===== src/rtl/traffic_light_monitor_pkg.sv =====
// Shared definitions for the traffic light monitor: phase codes (same values
// as the controller's state register), the four legal lamp patterns, the
// violation codes and the phase successor function.
package traffic_light_monitor_pkg;

  localparam logic [1:0] P0 = 2'b00;  // main green, side red
  localparam logic [1:0] P1 = 2'b01;  // main yellow, side red
  localparam logic [1:0] P2 = 2'b11;  // main red, side green
  localparam logic [1:0] P3 = 2'b10;  // main red, side yellow

  // Lamp bit order is {HG,HY,HR,FG,FY,FR}
  localparam logic [5:0] LAMP_P0 = 6'b100001;
  localparam logic [5:0] LAMP_P1 = 6'b010001;
  localparam logic [5:0] LAMP_P2 = 6'b001100;
  localparam logic [5:0] LAMP_P3 = 6'b001010;

  localparam logic [2:0] FC_NONE       = 3'd0;
  localparam logic [2:0] FC_ILLEGAL    = 3'd1;
  localparam logic [2:0] FC_ORDER      = 3'd2;
  localparam logic [2:0] FC_YELLOW     = 3'd3;
  localparam logic [2:0] FC_MAIN_SHORT = 3'd4;
  localparam logic [2:0] FC_SIDE_LONG  = 3'd5;
  localparam logic [2:0] FC_UNREQ      = 3'd6;

  // Only legal successor of each phase: P0->P1->P2->P3->P0
  function automatic logic [1:0] nextPhase(input logic [1:0] p);
    logic [1:0] n;
    n = P0;
    case (p)
      P0:      n = P1;
      P1:      n = P2;
      P2:      n = P3;
      default: n = P0;
    endcase
    return n;
  endfunction

  function automatic logic isYellow(input logic [1:0] p);
    return (p == P1) || (p == P3);
  endfunction

endpackage


===== src/rtl/traffic_light_monitor_decode.sv =====
// Combinational lamp-pattern decoder: maps the six lamp lines to a phase code
// plus a valid flag. Any pattern other than the four legal ones is invalid.
module traffic_light_decode
  import traffic_light_monitor_pkg::*;
(
  input  logic [5:0] lamps,
  output logic       valid,
  output logic [1:0] phase
);

  // Exact match against the four legal patterns; everything else is illegal
  always_comb begin
    valid = 1'b1;
    phase = P0;
    case (lamps)
      LAMP_P0: phase = P0;
      LAMP_P1: phase = P1;
      LAMP_P2: phase = P2;
      LAMP_P3: phase = P3;
      default: begin
        valid = 1'b0;
        phase = P0;
      end
    endcase
  end

endmodule


===== src/rtl/traffic_light_monitor.sv =====
// Traffic light conformance monitor. Samples the controller's lamp outputs
// once per second, tracks the decoded phase and its dwell, and latches the
// first timing/ordering violation into Fault/FaultCode (sticky until RESET).
// Build option: define MONITOR_STATS_EN to count completed P3->P0 cycles on
// CycleCount; otherwise CycleCount is tied to zero.
//
//   Phase | meaning
//   ------+------------------------------
//   P0 00 | main green, side red
//   P1 01 | main yellow, side red
//   P2 11 | main red, side green
//   P3 10 | main red, side yellow
module traffic_light_monitor
  import traffic_light_monitor_pkg::*;
#(
  parameter int YELLOW_TIME    = 5,
  parameter int MAIN_GREEN_MIN = 60,
  parameter int SIDE_GREEN_MAX = 30,
  parameter int DWELL_W        = 7
) (
  input  logic               CLK_1HzOut,
  input  logic               RESET,
  input  logic               HG,
  input  logic               HY,
  input  logic               HR,
  input  logic               FG,
  input  logic               FY,
  input  logic               FR,
  input  logic               S,
  output logic [1:0]         Phase,
  output logic [DWELL_W-1:0] Dwell,
  output logic               Fault,
  output logic [2:0]         FaultCode,
  output logic [7:0]         CycleCount
);

  localparam logic [DWELL_W-1:0] DWELL_MAX  = '1;
  localparam logic [DWELL_W-1:0] DWELL_ONE  = DWELL_W'(1);
  localparam logic [DWELL_W-1:0] YELLOW_D   = DWELL_W'(YELLOW_TIME);
  localparam logic [DWELL_W-1:0] MAIN_MIN_D = DWELL_W'(MAIN_GREEN_MIN);
  localparam logic [DWELL_W-1:0] SIDE_MAX_D = DWELL_W'(SIDE_GREEN_MAX);

  logic [5:0]         lamps;
  logic               patValid;
  logic [1:0]         patPhase;
  logic               sQ;
  logic [DWELL_W-1:0] dwellNext;
  logic               phaseChange;
  logic [2:0]         code;

  assign lamps       = {HG, HY, HR, FG, FY, FR};
  assign phaseChange = patValid && (patPhase != Phase);

  traffic_light_decode uDecode (
    .lamps (lamps),
    .valid (patValid),
    .phase (patPhase)
  );

  // Classify this sample; the if-chain order gives the lowest code priority
  always_comb begin
    dwellNext = (Dwell == DWELL_MAX) ? Dwell : Dwell + 1'b1;
    code      = FC_NONE;
    if (!patValid) begin
      code = FC_ILLEGAL;
    end else if (!phaseChange) begin
      // Overrun checks fire on the sample that first exceeds the limit;
      // comparing with > keeps them armed even once Dwell saturates.
      if (isYellow(Phase) && (dwellNext > YELLOW_D))
        code = FC_YELLOW;
      else if ((Phase == P2) && (dwellNext > SIDE_MAX_D))
        code = FC_SIDE_LONG;
    end else begin
      // Exit checks judge the phase being left, using its final dwell
      if (patPhase != nextPhase(Phase))
        code = FC_ORDER;
      else if (isYellow(Phase) && (Dwell != YELLOW_D))
        code = FC_YELLOW;
      else if ((Phase == P0) && (Dwell < MAIN_MIN_D))
        code = FC_MAIN_SHORT;
      else if ((Phase == P0) && !sQ)
        code = FC_UNREQ;
    end
  end

  // Phase/dwell tracking and first-violation latch
  always_ff @(posedge CLK_1HzOut or negedge RESET) begin
    if (!RESET) begin
      Phase     <= P0;
      Dwell     <= '0;
      Fault     <= 1'b0;
      FaultCode <= FC_NONE;
      sQ        <= 1'b0;
    end else begin
      sQ    <= S;
      Dwell <= phaseChange ? DWELL_ONE : dwellNext;
      if (patValid)
        Phase <= patPhase;
      if (!Fault && (code != FC_NONE)) begin
        Fault     <= 1'b1;
        FaultCode <= code;
      end
    end
  end

`ifdef MONITOR_STATS_EN
  // Count legal P3->P0 wraps; 8-bit counter rolls over naturally
  always_ff @(posedge CLK_1HzOut or negedge RESET) begin
    if (!RESET)
      CycleCount <= '0;
    else if (phaseChange && (Phase == P3) && (patPhase == P0))
      CycleCount <= CycleCount + 8'd1;
  end
`else
  assign CycleCount = '0;
`endif

endmodule

===== config.mk =====
export PLATFORM = sky130hd
export DESIGN_NAME = traffic_light_monitor
export DESIGN_NICKNAME = d
export VERILOG_FILES = /design/src/rtl/traffic_light_monitor_pkg.sv /design/src/rtl/traffic_light_monitor_decode.sv /design/src/rtl/traffic_light_monitor.sv
export SDC_FILE = /design/constraint.sdc
export NUM_CORES = 1
export LEC_CHECK = 0
export BUFFER_PORTS_ARGS = -buffer_cell sky130_fd_sc_hd__buf_2
export CORE_MARGIN = 2
export CORE_UTILIZATION = 45
export DETAILED_ROUTE_END_ITERATION = 8
export PLACE_DENSITY = 0.72
export SLEW_MARGIN = 20
export SYNTH_ARGS = -nofsm -noshare
export SYNTH_HDL_FRONTEND = slang
export SYNTH_SLANG_ARGS = --single-unit

===== constraint.sdc =====
create_clock -name CLK_1HzOut -period 2.45 [get_ports CLK_1HzOut]
set_input_delay 0.735 -clock CLK_1HzOut [delete_from_list [all_inputs] [get_ports CLK_1HzOut]]
set_output_delay 0.735 -clock CLK_1HzOut [all_outputs]
set_load 0.02 [all_outputs]

## Word level (Yosys, flattened, before mapping)

Cells that the tools add are included.

- Equal/unequal tests: 11
- $lt $le $gt $ge: 3
- Add/sub/neg operators: 1
- Reduce and logical (&&, ||, !) cells: 13
- Mux-type cells: 15

Operators by type and width:

| cell | count |
|---|---|
| two-way mux 3 bit | 8 |
| two-way mux 7 bit | 2 |
| == test 6 x 4 -> 1 bit (second input constant) | 2 |
| case mux 2 bit (3 select lines) | 2 |
| adder 7 x 1 -> 7 bit (second input constant) | 1 |
| == test 7 bit (second input constant) | 1 |
| greater-than comparator 7 x 3 -> 1 bit (second input constant) | 1 |
| greater-than comparator 7 x 5 -> 1 bit (second input constant) | 1 |
| logical AND 1 bit | 7 |
| < comparator 7 x 6 -> 1 bit (second input constant) | 1 |
| != test 7 x 3 -> 1 bit (second input constant) | 1 |
| == test 6 x 5 -> 1 bit (second input constant) | 1 |
| == test 6 bit (second input constant) | 1 |
| == test 2 bit (second input constant) | 2 |
| two-way mux 2 bit | 2 |
| != test 2 bit | 2 |
| OR reduction 4 bit | 1 |
| nonzero test 3 bit | 1 |
| == test 2 x 1 -> 1 bit (second input constant) | 1 |
| zero test 1 bit | 2 |
| zero test 2 bit | 1 |
| logical OR 1 bit | 1 |
| two-way mux 1 bit | 1 |

- Register bits after elaboration: 14

## Depth between registers and ports, before layout

Gate-level depths: netlist (run 1).

- Depth after elaboration: 12
- Gate-level depth with buffers: 9
- Mapped depth without buffers: 9

## Hierarchy

A second synthesis (run 1) with hierarchy kept.

- Cell total of the unflattened synthesis: 134
- Area total of the unflattened synthesis: 1212.4 sq um

Modules (own cells, without submodules):

| module | cells an instance | area an instance (sq um) | seq. area each (sq um) | instances |
|---|---|---|---|---|
| traffic_light_monitor | 122 | 1111.1 | 350.3 | 1 |
| traffic_light_decode | 12 | 101.3 | 0.0 | 1 |

## Least setup slack after synthesis (run 1)

Ideal clock, no wire load.

- Path type: in2reg
- Start point: input port HY
- End point: register FaultCode[0]
- Library setup time: 0.130 ns
- Setup slack: -0.285 ns
- Required time: 2.320 ns
- Buffers on the path: 0
- Stages: 7
- Arrival: 2.605 ns
- Path through: nand4bb_4 -> a211oi_4 -> o311ai_1 -> or4_4 -> or4_4 -> o21ai_2 -> o211ai_1

- Cells in the longest elaborated chain, start to end: 8

Ends and longest elaborated chain:

| element | line | text |
|---|---|---|
| start: declaration | traffic_light_monitor.sv:24 | `input logic HY,` |
| == test 6 x 4 -> 1 bit (tied with other cells) | traffic_light_monitor_decode.sv:15 | `case (lamps)` |
| case mux 2 bit (3 select lines) / OR reduction 4 bit (equally long branches) | n/a |  |
| != test 2 bit (tied with other cells) | traffic_light_monitor.sv:75 | `if (patPhase != nextPhase(Phase))` |
| two-way mux 3 bit / logical AND 1 bit (equally long branches) | traffic_light_monitor.sv:75, traffic_light_monitor.sv:52 |  |
| two-way mux 3 bit | traffic_light_monitor.sv:66 | `end else if (!phaseChange) begin` |
| two-way mux 3 bit (*) | traffic_light_monitor.sv:64 | `if (!patValid) begin` |
| nonzero test 3 bit | traffic_light_monitor.sv:99 | `if (!Fault && (code != FC_NONE)) begin` |
| logical AND 1 bit | traffic_light_monitor.sv:99 |  |
| end signal: assignment | traffic_light_monitor.sv:101 | `FaultCode <= code;` |
| end: declaration | traffic_light_monitor.sv:33 | `output logic [2:0] FaultCode,` |

Mark *: on every way between the ends. The rest lies on a longest branch, timed or not.
A chain may end at the register's enable or synchronous reset.

## Worst setup path in the final report (run 1)

- Start point: input port FG
- End point: register FaultCode[0]

- Cells in the longest elaborated chain, start to end: 8

Ends and longest elaborated chain:

| element | line | text |
|---|---|---|
| start: declaration | traffic_light_monitor.sv:26 | `input logic FG,` |
| == test 6 x 4 -> 1 bit (tied with other cells) | traffic_light_monitor_decode.sv:15 |  |
| case mux 2 bit (3 select lines) / OR reduction 4 bit (equally long branches) | n/a |  |
| != test 2 bit (tied with other cells) | traffic_light_monitor.sv:75 |  |
| two-way mux 3 bit / logical AND 1 bit (equally long branches) | traffic_light_monitor.sv:75, traffic_light_monitor.sv:52 |  |
| two-way mux 3 bit | traffic_light_monitor.sv:66 |  |
| two-way mux 3 bit (*) | traffic_light_monitor.sv:64 |  |
| nonzero test 3 bit | traffic_light_monitor.sv:99 |  |
| logical AND 1 bit | traffic_light_monitor.sv:99 |  |

Marked as above.

==> results of run 1 <==
-- layer usage --
layer	vias up	global-route usage, %	part of all wire, %
li1	592	-	-
met1	613	26.0	42
met2	49	38.3	51
met3	6	2.79	5.6
met4	0	6.12	1.3
met5	-	0	0
-- worst register-to-register path, stage by stage, from the launching register on --
cell	delay (ps)
dfrtp_2	430
ha_1	210
and2_1	200
a31o_2	270
nor4b_4	230
a31oi_2	130
and4b_2	270
or3_2	450
a22o_1	180
-- sequential cells by signal (all words and copies together) (netlist names) --
signal,count
Dwell,7
FaultCode,3
Phase,2
Fault,1
sQ,1
-- repair_timing --
action	CTS	global route
setup buffers	2	1
resized for setup	12	11
hold buffers	0	0
setup endpoints to repair	4	4
pin swaps	4	4
-- cells in the mapped netlist (all sizes together), types with 3 or more instances --
library cell | count | area share, %
a211oi | 3 | 2.9
a21oi | 6 | 2.5
a31oi | 3 | 1.5
and2 | 3 | 1.7
buf | 9 | 5.4
dfrtp | 14 | 29
ha | 7 | 7.2
inv | 7 | 2.2
nand2 | 10 | 3.1
nand3 | 5 | 2.1
nor2 | 12 | 3.7
nor3 | 3 | 1.2
nor3b | 4 | 2.5
o21ai | 8 | 3.9
or4 | 3 | 2.5
xnor2 | 3 | 2.2
-- power by group --
group	internal, mW	switching (mW)	leakage (nW)
clock network	0.0907	0.0907	0.0210
logic	0.471	0.600	0.574
registers	0.305	0.107	0.162
-- layout make-up --
class	count	area [um2]
Multi-Input combinational cell	111	881
Fill cell	194	822
Timing Repair Buffer	52	367
Sequential cell	14	353
Tap cell	30	37.5
Clock buffer	4	36.3
Inverter	7	26.3
-- per-stage QoR --
stage               power (mW)  worst slack, ps
finish                    1.66             -119
global placement          1.35             -381
global route              1.77             -183
detailed placement        1.38             -445
CTS                       1.58             -112
floorplan                 1.01             -248
-- final timing paths --
check,start,to,slack (ps)
setup / recovery,FG,FaultCode[0]$_DFFE_PN0P_,-120
hold / removal,RESET,Dwell[2]$_DFF_PN0_,320
setup reg to reg,Dwell[0]$_DFF_PN0_,FaultCode[2]$_DFFE_PN0P_,-10
hold reg to reg,FaultCode[2]$_DFFE_PN0P_,FaultCode[2]$_DFFE_PN0P_,510
max in group asynchronous,RESET,Dwell[1]$_DFF_PN0_,1870
min in group CLK_1HzOut,FaultCode[2]$_DFFE_PN0P_,FaultCode[2]$_DFFE_PN0P_,510
-- cells by family (layout without fill, tap and decap cells) --
kind of cell	Yosys count	count (layout)	share of synthesized area, %
buffers and inverters	18	63	8.15
flip-flops	14	14	28.9
AND/OR/NAND/NOR	55	55	29.3
XOR/XNOR	5	5	3.61
adder cells (fa/ha/maj)	7	7	7.22
other	1	8	0.309
AO/OA/AOI/OAI	36	36	22.5
==> impl_metrics.tcl, run 1 <==
set metrics [dict create \
    worstRegToRegCells 8 \
    async_flop_share_pct 100 \
    cp_cell_sequence "buf_6 -> buf_6 -> nand4bb_4 -> a211oi_4 -> buf_4 -> a22o_2 -> or4_4 -> or4_4 -> o21ai_4 -> o211ai_1" \
    start_util_pct 48.1 \
    drt_iter0_markers 40 \
    ys_types 54 \
    grt_overflow 0 \
    rows 18 \
    final_cell_mix "31 x buf_4, 17 x buf_2, 12 x dfrtp_1, 12 x nor2_1, 10 x nand2_1" \
    violations "setup timing" \
    cts_sinks 14 \
    dpl_cell_area_um2 1540 \
    drt_wl_total_um 3280 \
    worstSetupPathType "in2reg" \
    cp.depth 10 \
    cpPeakStageDelay_ps 580 \
    fin_cells 218 \
    drive_gt1_share_pct 43.6 \
    critPathTopFamily "simple AND/OR/NAND/NOR gates" \
    fin_ws_ps -119 \
    cts_root_buffer "clkbuf_4" \
    yosysWarnings 0 \
    stdcell_area_um2 1700 \
    netlist_area_um2 1210 \
    cts_buffers 3 \
    fmax_mhz 389 \
    relSlewSlack_pct 65.0 \
    crit_buf_inv 3 \
    diodes 0 \
    place_congestion 0.909 \
    core_um2 2520 \
    synthCells 136 \
    finClkSkew_ps 7.03 \
    dp.final_hpwl_um 2310 \
    timing.setup.tns_ps -375 \
    worstPathMaxFanout 4 \
    critical_path_arrival_ps 2740 \
    grt.total_usage_pct 21.1 \
    drv_slew 0 \
    worstSkewPairLatency_ps 300 \
    dominantRegCellSynth "dfrtp_1" \
    ios 30 \
    grt_pass1_vias 1196 \
    start_kind "input pin" \
    grt_antenna_before_repair 0 \
    period_needed_ps 2570 \
    ys_ff_latch 14 \
    critPathRequiredTime_ps 2630 \
    drc 0 \
    holdWs_ps 319 \
    final_nets 205 \
    cts_tree "built" \
    detail-route-antenna-nets 0 \
    final_common_cell "buf_4" \
    path_clk_slew_ps 100 \
    synth_area_per_cell_um2 8.91 \
    p_leak_nw 0.756 \
    seq_area_frac_synth_pct 28.9 \
    worst_path_max_delay_cell "or4_4" \
    vias_per_cell 5.78 \
    critPathCaptureType "register" \
    post-place-cells 211 \
    area_growth_pct 40.2 \
    timing.final.crit_share_pct 105 \
    die_w_um 55.9 \
    power_density_nw_per_um2 978 \
    die-area_um2 3130 \
    num_vias 1260 \
    worstMarginPinSlew_ps 523 \
    drv_cap 0 \
    peakVddDrop_mv 0.725 \
    status "finished with violations" \
    die_h_um 55.9 \
    hold_path_class "in2async" \
    synth_edf_count 0 \
    finalSetupViolCount 4 \
    firstDrtPassIters 4 \
    clockBufferDepth 2 \
    grt_pass1_wl_um 5290 \
    final_util_pct 67.4 \
    wl_per_cell_um 15.0 \
    htreeDepth 1 \
    rsz0062_at_grt "yes" \
    portBuffers 21 \
    hold_violations 0 \
    grt_max_degree 15 \
]
(Power assumes the default switching activity.)
==> run 2: changes to the inputs <==
--- a/config.mk
+++ b/config.mk
@@ -13,4 +13,5 @@
 export SLEW_MARGIN = 20
 export SYNTH_ARGS = -nofsm -noshare
 export SYNTH_HDL_FRONTEND = slang
+export SYNTH_HIERARCHICAL = 1
 export SYNTH_SLANG_ARGS = --single-unit
==> impl_metrics.tcl, run 2 <==
set metrics [dict create \
    drt_iter0_markers 26 \
    holdWs_ps 328 \
    die_h_um 55.9 \
    cts_sinks 14 \
    synth.area.top_cells "dfrtp_1 29%, ha_1 7.2%, buf_4 6.2%, nand2_1 3.7%, and4bb_1 3.1%" \
    drv_cap 0 \
    clockBufferDepth 2 \
    pre_cts_ws_ps -7.33 \
    netlist_area_um2 1210 \
    start_kind "input pin" \
    synth_edf_count 0 \
    die_w_um 55.9 \
    fin_ws_ps 280 \
    crit_buf_inv 2 \
    firstDrtPassIters 4 \
    rows 18 \
    cts_tree "built" \
    final_common_cell "buf_2" \
    holdBufCountCts 0 \
    cp.depth 10 \
    grt_max_degree 15 \
    worstRegToRegCells 7 \
    critical_path_arrival_ps 2340 \
    synth_area_per_cell_um2 9.05 \
    place_congestion 0.796 \
    worstSkewPairLatency_ps 280 \
    ys_ff_latch 14 \
    final_nets 177 \
    grt_overflow 0 \
    start_util_pct 48.1 \
    grt_antenna_before_repair 0 \
    cts_buffers 3 \
    final_cell_mix "21 x buf_2, 14 x dfrtp_1, 12 x nand2_1" \
    p_comb_share_pct 55.0 \
    timing.final.crit_share_pct 88.6 \
    core_um2 2520 \
    vias_per_cell 5.67 \
    htreeDepth 1 \
    num_vias 1072 \
    endpoint "FaultCode[1]$_DFFE_PN0P_" \
    portBuffers 21 \
    synth.most_common_cell "dfrtp_1" \
    diodes 0 \
    fmax_mhz 461 \
    regToRegEndpoint "FaultCode[2]$_DFFE_PN0P_" \
    synth_common_cells "14 x dfrtp_1, 12 x nand2_1, 10 x buf_4, 8 x nor2_1" \
    seq_area_frac_synth_pct 28.9 \
    grt_pass1_vias 1004 \
    worstSetupPathType "in2reg" \
    fin_cells 189 \
    p_switching_mw 0.648 \
    startpoint "HY" \
    worstPathMaxFanout 3 \
    yosysWarnings 6 \
    drv_slew 0 \
    post_cts_buffers 0 \
    internal-power_mw 0.635 \
    critPathTopFamily "compound AO/OA/AOI/OAI gates" \
    async_flop_share_pct 100 \
    final_util_pct 54.2 \
    peakVddDrop_mv 0.674 \
    largest_reg_flops 7 \
    postCtsResizedCells 0 \
    p_leak_nw 0.615 \
    rsz0062_at_grt "no" \
    clockPowerShare_pct 10.2 \
    hold_violations 0 \
    synth_top_cell_area_share_pct 28.9 \
    top_register "Dwell" \
    hold_path_class "in2async" \
    cpPeakStageDelay_ps 210 \
    critPathCaptureType "register" \
    status "complete, no violations" \
    rrSetupSlack_ps 350 \
    cts_root_buffer "clkbuf_4" \
    pwr-share-seq_pct 34.8 \
    detail-route-antenna-nets 0 \
    synthCells 134 \
    worst_path_max_delay_cell "o21ai_1" \
    drt_wl_total_um 2590 \
    wl_per_cell_um 13.7 \
    dominantRegCellSynth "dfrtp_1" \
    post-place-cells 186 \
    grt.total_usage_pct 17.9 \
    power_density_nw_per_um2 938 \
    critPathRequiredTime_ps 2620 \
    final.fill_count 228 \
    timing.setup.tns_ps 0 \
    drive_gt1_share_pct 29.6 \
    path_clk_slew_ps 80 \
    drc 0 \
    ios 30 \
    die-area_um2 3130 \
    netSwitchingFraction_pct 50.5 \
    dp.final_hpwl_um 1970 \
    area_growth_pct 12.8 \
    cp_cell_sequence "buf_2 -> nor3b_2 -> a21oi_1 -> nor3_2 -> buf_4 -> xor2_1 -> nand4_1 -> o21ai_1 -> o31ai_1 -> a31o_1" \
    grt_pass1_wl_um 4470 \
    r2r-start "Dwell[0]$_DFF_PN0_" \
    ys_types 50 \
    period_needed_ps 2170 \
    yosysTopAreaCell "dfrtp_1" \
    reg_top3 "Dwell: 7 flops, FaultCode: 3 flops, Phase: 2 flops" \
    finalSetupViolCount 0 \
    finClkSkew_ps 7.67 \
]
## run 2: cell types whose count changed in the layout (fill, tap and decap cells not counted), moves of 3 or more
cell and delta:
nand3_1 -3, and4bb_1 +3, o21bai_1 +3, buf_2 +4
and4_1 +4, and3_1 +3, buf_6 -3, o31ai_1 +3
nor2_1 -4, buf_4 -24
## run 2: layout make-up
type	instances	area [um2]	area share (%)
sequential	14	350	25.6
clock buffer	3	22.5	1.65
inverter	7	26.3	1.92
timing repair buffer	28	158	11.5
multi-input combinational	107	773	56.5
tap	30	37.5	2.74
## run 2: cells by family after synthesis
logic type,share of synthesized area (%)
and+or+nand+nor,25.6
AOI/OAI and AO/OA,23.1
buffers and inverters,10.5
DFF,28.9
adders and majority gates,7.22
xor gates and xnor gates,4.34
other,0.309
## run 2: per-stage QoR
stage	power [mW]	instance area [um2]
floorplan	0.986	1250
global placement	1.14	1350
detailed placement	1.14	1350
CTS	1.28	1370
global route	1.39	1370
finish	1.28	1370
## run 2: worst min-delay path by stage
stage | startpoint | to | slack (ps) | cells past startpoint
3_3_place_gp | FaultCode[2]$_DFFE_PN0P_ | FaultCode[2]$_DFFE_PN0P_ | 500 | 1
4_1_cts | RESET | Dwell[4]$_DFF_PN0_ | 340 | 1
2_1_floorplan | RESET | Dwell[0]$_DFF_PN0_ | 440 | 0
5_1_grt | RESET | Dwell[3]$_DFF_PN0_ | 360 | 1
3_5_place_dp | FaultCode[2]$_DFFE_PN0P_ | FaultCode[2]$_DFFE_PN0P_ | 500 | 1
6_report | RESET | Dwell[3]$_DFF_PN0_ | 330 | 1
## run 2: per-layer routing
metal  vias up  global-route usage, %  routed length (um)  part of all wire (%)
li1        525                      -                   -                     -
met1       507                   21.4                1140                    44
met2        33                   29.8                1280                    49
met3         7                   4.88                 131                   5.1
met4         0                   8.50                  41                   1.6
met5         -                      0                   0                     0
## run 2: power groups by stage
stage	clock [mW]	combinational, mW	sequential (mW)
6_report	0.130	0.706	0.447
4_1_cts	0.138	0.706	0.441
2_1_floorplan	0	0.532	0.454
3_3_place_gp	0	0.694	0.448
5_1_grt	0.146	0.775	0.464
3_5_place_dp	0	0.698	0.446
==> run 3: changes to the inputs <==
--- a/config.mk
+++ b/config.mk
@@ -6,6 +6,7 @@
 export NUM_CORES = 1
 export LEC_CHECK = 0
 export BUFFER_PORTS_ARGS = -buffer_cell sky130_fd_sc_hd__buf_2
+export CORE_ASPECT_RATIO = 1.2
 export CORE_MARGIN = 2
 export CORE_UTILIZATION = 45
 export DETAILED_ROUTE_END_ITERATION = 8
==> impl_metrics.tcl, run 3 (synthesized netlist as in run 2, its figures left out) <==
set metrics [dict create \
    worstPathMaxFanout 4 \
    holdWs_ps 328 \
    vias_per_cell 5.68 \
    htreeDepth 1 \
    worstSetupPathType "in2reg" \
    final_cell_mix "21 x buf_2, 14 x dfrtp_1, 12 x nand2_1" \
    clockBufferDepth 2 \
    p_total_mw 1.33 \
    drv_cap 0 \
    grt_pass1_vias 1015 \
    grt_overflow 0 \
    final_util_pct 54.3 \
    fmax_mhz 457 \
    drt_wl_total_um 2630 \
    fin_cells 193 \
    ios 30 \
    drv_slew 0 \
    critPathRequiredTime_ps 2590 \
    cts_buffers 3 \
    start_kind "input pin" \
    final_common_cell "buf_2" \
    finalSetupViolCount 0 \
    grt_pass1_wl_um 4480 \
    num_vias 1096 \
    area_growth_pct 14.2 \
    drc 0 \
    portBuffers 21 \
    cts_sinks 14 \
    diodes 0 \
    hold_path_class "in2async" \
    rows 20 \
    post_cts_buffers 0 \
    drive_gt1_share_pct 30.0 \
    die-area_um2 3130 \
    dpl_cell_area_um2 1350 \
    path_clk_slew_ps 90 \
    die_w_um 51.4 \
    rsz0062_at_grt "no" \
    status "complete, no violations" \
    hold_violations 0 \
    critical_path_arrival_ps 2330 \
    stdcell_area_um2 1390 \
    postCtsResizedCells 0 \
    top_register "Dwell" \
    timing.final.crit_share_pct 89.3 \
    finClkSkew_ps 6.45 \
    firstDrtPassIters 4 \
    drt_iter0_markers 32 \
    peakVddDrop_mv 0.491 \
    grt_antenna_before_repair 0 \
    worstSkewPairLatency_ps 280 \
    die_h_um 60.9 \
    period_needed_ps 2190 \
    detail-route-antenna-nets 0 \
    start_util_pct 47.5 \
    p_leak_nw 0.623 \
    dp.final_hpwl_um 2010 \
    cts_tree "built" \
    place_congestion 0.966 \
    grt.total_usage_pct 18.5 \
    critPathCaptureType "register" \
    grt_max_degree 15 \
    core_um2 2550 \
    largest_reg_flops 7 \
    wl_per_cell_um 13.6 \
    cts_root_buffer "clkbuf_4" \
    final_nets 177 \
    power_density_nw_per_um2 961 \
    reg_top3 "Dwell: 7 flops, FaultCode: 3 flops, Phase: 2 flops" \
    holdBufCountCts 0 \
    post-place-cells 189 \
]
run 3: worst paths after layout:
| path | from | endpoint | slack [ps] | cells after the start |
|---|---|---|---|---|
| max in group asynchronous | RESET | Fault$_DFFE_PN0P_ | 1880 | 1 |
| max reg2reg | Dwell[1]$_DFF_PN0_ | FaultCode[0]$_DFFE_PN0P_ | 310 | 7 |
| min | RESET | Dwell[2]$_DFF_PN0_ | 330 | 1 |
| min in group CLK_1HzOut | FaultCode[2]$_DFFE_PN0P_ | FaultCode[2]$_DFFE_PN0P_ | 530 | 1 |
| max | FR | FaultCode[0]$_DFFE_PN0P_ | 260 | 10 |
| min reg2reg | FaultCode[2]$_DFFE_PN0P_ | FaultCode[2]$_DFFE_PN0P_ | 530 | 1 |
run 3: worst max-delay path, stage by stage:
cell and delay (ps):
buf_2 120, and4bb_1 200, a21oi_1 230, nor3_2 80
xnor2_1 160, a21boi_4 190, inv_1 80, o311a_2 150
a211oi_2 220, o221ai_1 160
run 3: where the power goes:
group / switching [mW] / total (mW) / internal (mW)
Clock: 0.0768 / 0.167 / 0.0905
Combinational: 0.430 / 0.712 / 0.282
Sequential: 0.155 / 0.451 / 0.295
Total: 0.662 / 1.33 / 0.668
run 3: per-stage QoR:
| stage | setup slack (ps) | setup TNS, ps |
|---|---|---|
| 6_report | 262 | 0 |
| 5_1_grt | 82.3 | 0 |
| 4_1_cts | 255 | 0 |
| 3_5_place_dp | -40.0 | -41.0 |
| 3_3_place_gp | 24.7 | 0 |
| 2_1_floorplan | 69.9 | 0 |
run 3: final cells by class:
| type | count | area (um2) |
|---|---|---|
| clock buffer | 4 | 36.3 |
| multi-input combinational | 107 | 773 |
| fill | 250 | 1170 |
| sequential | 14 | 350 |
| tap | 33 | 41.3 |
| inverter | 7 | 26.3 |
| timing repair buffer | 28 | 158 |
run 3: metal layers:
layer / routed length [um] / global-route usage (%)
met1: 1150 / 21.5
met2: 1330 / 34.4
met3: 143 / 4.68
met4: 0 / 4.14
met5: 0 / 0
